### config.mk
export PLATFORM = sky130hd
export DESIGN_NAME = fetch_decode_queue
export DESIGN_NICKNAME = d
export VERILOG_FILES = /design/src/rtl/fetch_decode_queue.sv
export SDC_FILE = /design/constraint.sdc
export NUM_CORES = 1
export LEC_CHECK = 0
export BUFFER_PORTS_ARGS = -buffer_cell sky130_fd_sc_hd__buf_2
export CORE_UTILIZATION = 45
export DETAILED_ROUTE_END_ITERATION = 16
export PLACE_DENSITY = 0.66
export REMOVE_ABC_BUFFERS = 1
export SKIP_LAST_GASP = 1
export SLEW_MARGIN = 40
export SYNTH_ARGS = -nofsm -noshare
export SYNTH_HDL_FRONTEND = slang
export SYNTH_SLANG_ARGS = --single-unit
export TNS_END_PERCENT = 50
### constraint.sdc
create_clock -name clk -period 5.05 [get_ports clk]
set_input_delay 0.505 -clock clk [delete_from_list [all_inputs] [get_ports clk]]
set_output_delay 0.505 -clock clk [all_outputs]
set_load 0.05 [all_outputs]
### src/rtl/fetch_decode_queue.sv
// RV32I fetch front end: sequential fetch into a small queue,
// head entry fully decoded and handed to execute via valid/ready.
module fetch_decode_queue #(
  parameter int              XLEN     = 32,
  parameter int              DEPTH    = 4,
  parameter logic [XLEN-1:0] RESET_PC = 32'h0000_0000
) (
  input  logic            clk,
  input  logic            reset,
  output logic            imem_req,
  output logic [XLEN-1:0] imem_addr,
  input  logic [31:0]     imem_rdata,
  input  logic            redirect,
  input  logic [XLEN-1:0] redirect_pc,
  output logic            id_valid,
  input  logic            id_ready,
  output logic [XLEN-1:0] id_pc,
  output logic [31:0]     id_instr,
  output logic [6:0]      opcode,
  output logic [4:0]      rd,
  output logic [2:0]      func3,
  output logic [4:0]      rs1,
  output logic [4:0]      rs2,
  output logic [6:0]      func7,
  output logic [XLEN-1:0] imm,
  output logic            illegal
);

  localparam int AW = $clog2(DEPTH);
  localparam logic [AW:0] FULL = (AW+1)'(DEPTH);

  logic [XLEN-1:0] fetch_pc;
  logic [XLEN-1:0] inflight_pc;
  logic            inflight;
  logic [XLEN-1:0] pc_q    [DEPTH];
  logic [31:0]     instr_q [DEPTH];
  logic [AW-1:0]   wptr;
  logic [AW-1:0]   rptr;
  logic [AW:0]     count;
  logic [AW:0]     occupancy;
  logic            push;
  logic            pop;
  logic [31:0]     head;
  logic [31:0]     imm32;
  logic            unused_ok;

  assign unused_ok = &{1'b0, redirect_pc[1:0]};

  // In-flight fetch reserves a slot so its response always fits.
  assign occupancy = count + {{AW{1'b0}}, inflight};
  assign imem_req  = !reset && !redirect && (occupancy < FULL);
  assign imem_addr = fetch_pc;
  assign id_valid  = !reset && !redirect && (count != '0);
  assign push      = inflight && !redirect;
  assign pop       = id_valid && id_ready;

  always_ff @(posedge clk) begin
    if (reset) begin
      fetch_pc    <= RESET_PC;
      inflight_pc <= RESET_PC;
      inflight    <= 1'b0;
      wptr        <= '0;
      rptr        <= '0;
      count       <= '0;
    end else if (redirect) begin
      fetch_pc <= {redirect_pc[XLEN-1:2], 2'b00};
      inflight <= 1'b0;
      wptr     <= '0;
      rptr     <= '0;
      count    <= '0;
    end else begin
      inflight <= imem_req;
      if (imem_req) begin
        inflight_pc <= fetch_pc;
        fetch_pc    <= fetch_pc + XLEN'(4);
      end
      if (push) wptr <= wptr + 1'b1;
      if (pop)  rptr <= rptr + 1'b1;
      unique case ({push, pop})
        2'b10:   count <= count + 1'b1;
        2'b01:   count <= count - 1'b1;
        default: count <= count;
      endcase
    end
  end

  always_ff @(posedge clk) begin
    if (!reset && push) begin
      pc_q[wptr]    <= inflight_pc;
      instr_q[wptr] <= imem_rdata;
    end
  end

  assign head = instr_q[rptr];

  always_comb begin
    id_pc    = '0;
    id_instr = '0;
    opcode   = '0;
    rd       = '0;
    func3    = '0;
    rs1      = '0;
    rs2      = '0;
    func7    = '0;
    imm32    = '0;
    illegal  = 1'b0;
    if (id_valid) begin
      id_pc    = pc_q[rptr];
      id_instr = head;
      opcode   = head[6:0];
      rd       = head[11:7];
      func3    = head[14:12];
      rs1      = head[19:15];
      rs2      = head[24:20];
      func7    = head[31:25];
      unique case (head[6:0])
        7'h03, 7'h13, 7'h67, 7'h73:
          imm32 = {{20{head[31]}}, head[31:20]};
        7'h23:
          imm32 = {{20{head[31]}}, head[31:25], head[11:7]};
        7'h63:
          imm32 = {{19{head[31]}}, head[31], head[7],
                   head[30:25], head[11:8], 1'b0};
        7'h37, 7'h17:
          imm32 = {head[31:12], 12'b0};
        7'h6f:
          imm32 = {{11{head[31]}}, head[31], head[19:12],
                   head[20], head[30:21], 1'b0};
        7'h33, 7'h0f:
          imm32 = '0;
        default:
          illegal = 1'b1;
      endcase
    end
  end

  assign imm = XLEN'($signed(imm32));

endmodule
==> flow_summary.toml <==
[outcome]
status = "complete, no violations"

[pwr]
seq_power_share_pct = 53.2
p_leak_nw = 5.90
power.density_nw_per_um2 = 339
pwr-share-clk_pct = 42.4
ir_worst_vdd_mv = 0.197
pwr-share-comb_pct = 4.4
p_switching_w = 0.00119
switching_share_pct = 22.0
power.internal_w = 0.00422

[global_route]
grt_overflow = 0
grt_pass1_wl_um = 45600
grt_max_degree = 66
antenna_found_initial = 3
grt_pass1_vias = 8022
grt_usage_pct = 19.2

[min_path]
hold_path_class = "in2reg"
hp-start = "imem_rdata[23]"

[yosys]
synth_top_area_cell = "edfxtp_1"
yosysUniqueCellTypes = 71
synth_top_area_share_pct = 54.7
yosysMostFrequentCell = "edfxtp_1"
synth_cells = 936
synth_enable_flop_cells = 248
ys.flop_type = "edfxtp_1"
ys_ff_latch = 318
ys_seq_area_share_pct = 65.0
netlist_area_um2 = 13600
syn_area_per_cell_um2 = 14.5
async_flop_share_pct = 0
yosysWarnings = 0
synthTopCellsByArea = "edfxtp_1, dfxtp_1, mux4_2"
synth_common_cells = "edfxtp_1, nand2_1, dfxtp_1"

[route]
via_count = 8361
drt-total-wl_um = 29400
drt-initial-drc-count = 646
drc = 0
wl_per_cell_um = 19.1
vias_per_cell = 5.44
first_pass_iters = 5
drtAntennaViolNets = 0

[critical_path]
cpLargestDelayFamily = "simple AND/OR/NAND/NOR gates"
critical_path_class = "reg2out"
arrival_ps = 3560
startpoint_type = "register"
slowest_stage = "mux4_2"
critPathBufInv = 2
end_kind = "output pin"
max_stage_delay_ps = 700
r2r-start = "count[2]$_SDFFE_PP0P_"
worstPathRequired_ps = 4550
crit_path_max_fanout = 26
crit_chain = "mux4_2 > nor3b_1 > nor2b_2 > o31ai_4 > buf_4 > a21oi_1 > buf_2"

[die]
io_pins = 231
die_h_um = 176
die_width_um = 176
die-area_um2 = 31000
initial_core_util_pct = 45.8
rows = 63
core_area_um2 = 29700

[place]
dp.cells = 1477
portBuffers = 224
pre_cts_ws_ps = 1500
dp_hpwl_um = 18900
place.gp.congestion = 0.819

[clocking]
cts_made_buffers = 34
h-tree-depth = 2
cts.path.max_buffers = 3
cts_sinks = 318
cts_hold_buf = 0
clk_latency_ps = 520
cts_setup_buffers = 0
ctsResizeCount = 0
cts_tree = "done"
clock-root-buffer = "clkbuf_16"
path_clk_slew_ps = 60

[sta]
skew_ps = 26.4
hold_viol = 0
slew_viol_final = 0
timing.final.crit_period_ps = 4070
worst_slack_ps = 983
layout_worst_path_cycle_share_pct = 80.5
rsz0062_at_grt = "no"
max_slew_margin_pct = 51.9
max_slew.worst_pin.slew_ps = 722
setup_viol = 0
clock.fmax_mhz = 246
fin_hold_ws_ps = 218

[layout]
area_growth_syn_to_layout_pct = 17.1
final_net_count = 1198
stdcell_count = 1538
layout-drive-gt1-share_pct = 34.3
nFillCells = 2501

[run]
max-cap-violations = 0
## final cells by class
type	instances	area, µm²	area share, %
multi-input combinational	518	4200	26.3
clock buffer	43	925	5.80
clock inverter	17	111	0.698
antenna	1	2.50	0.0157
tap	390	488	3.06
timing repair buffer	238	1320	8.26
sequential	318	8860	55.5
inverter	13	48.8	0.306
## stage by stage
step	instance area (µm²)	power [W]	util, %	TNS (ps)
2_1_floorplan	13100	0.00307	-	-18320
3_3_place_gp	14800	0.00316	49.7	0
3_5_place_dp	14900	0.00317	50.1	0
4_1_cts	15900	0.00547	53.6	0
5_1_grt	15900	0.00558	53.7	0
6_report	15900	0.00541	53.7	0
## power by group through the flow
stage | Combinational (W) | Clock [W] | Sequential (W)
floorplan | 0.0000914 | 0 | 0.00298
global placement | 0.000231 | 0 | 0.00293
detailed placement | 0.000237 | 0 | 0.00293
CTS | 0.000238 | 0.00235 | 0.00288
global route | 0.000256 | 0.00244 | 0.00288
finish | 0.000237 | 0.00230 | 0.00288
## cells by family after synthesis
family	after synthesis	synth area share (%)
AND/OR/NAND/NOR	299	11.8
multiplexers	65	10.6
buffers and inverters	103	4.50
XOR/XNOR	22	1.42
other	1	0.0275
adder cells (fa/ha/maj)	7	0.699
AO/OA/AOI/OAI	121	5.98
flip-flops	318	65.0
## final timing paths
| check | to | slack (ps) | cells past startpoint |
|---|---|---|---|
| worst max-delay path | imm[3] | 980 | 7 |
| worst min-delay path | instr_q[1][23]$_DFFE_PP_ | 220 | 1 |
| worst max register to register | count[2]$_SDFFE_PP0P_ | 2400 | 9 |
| worst min register to register | inflight_pc[15]$_SDFFE_PP0P_ | 490 | 2 |
## routing by layer
layer | GRT usage (%) | wire length [µm]
met1 | 26.8 | 13100
met2 | 30.6 | 13700
met3 | 3.66 | 1890
met4 | 5.47 | 651
met5 | 0 | 23
## placed cells by master, fill, tap and decap left out, types with 7 or more instances in the layout
master / count
a211oi_1: 10
a21oi_1: 52
a21oi_2: 12
a31oi_1: 8
and2_1: 65
buf_12: 7
buf_2: 224
clkbuf_16: 34
dfxtp_1: 68
edfxtp_1: 248
inv_1: 12
mux4_2: 58
nand2_1: 115
nand3_1: 14
nand4_1: 13
nor2_1: 29
nor3_1: 9
o21ai_0: 11
or3_1: 10
xnor2_1: 8
xor2_1: 13
## registers in the layout, indices dropped and copies added, names as in the netlist, named ones only
signal       flops
pc_q           120
rptr             2
inflight         1
count            3
imem_addr       30
inflight_pc     30
wptr             2
instr_q        128
## worst register-to-register path, stage by stage (launching register included)
cell,delay (ps)
dfxtp_1,450
nor3_1,120
nor2_4,520
and2_1,260
ha_1,190
inv_1,70
fa_1,380
xor2_1,160
or3_1,310
a21oi_1,140
(Power assumes the default switching activity.)
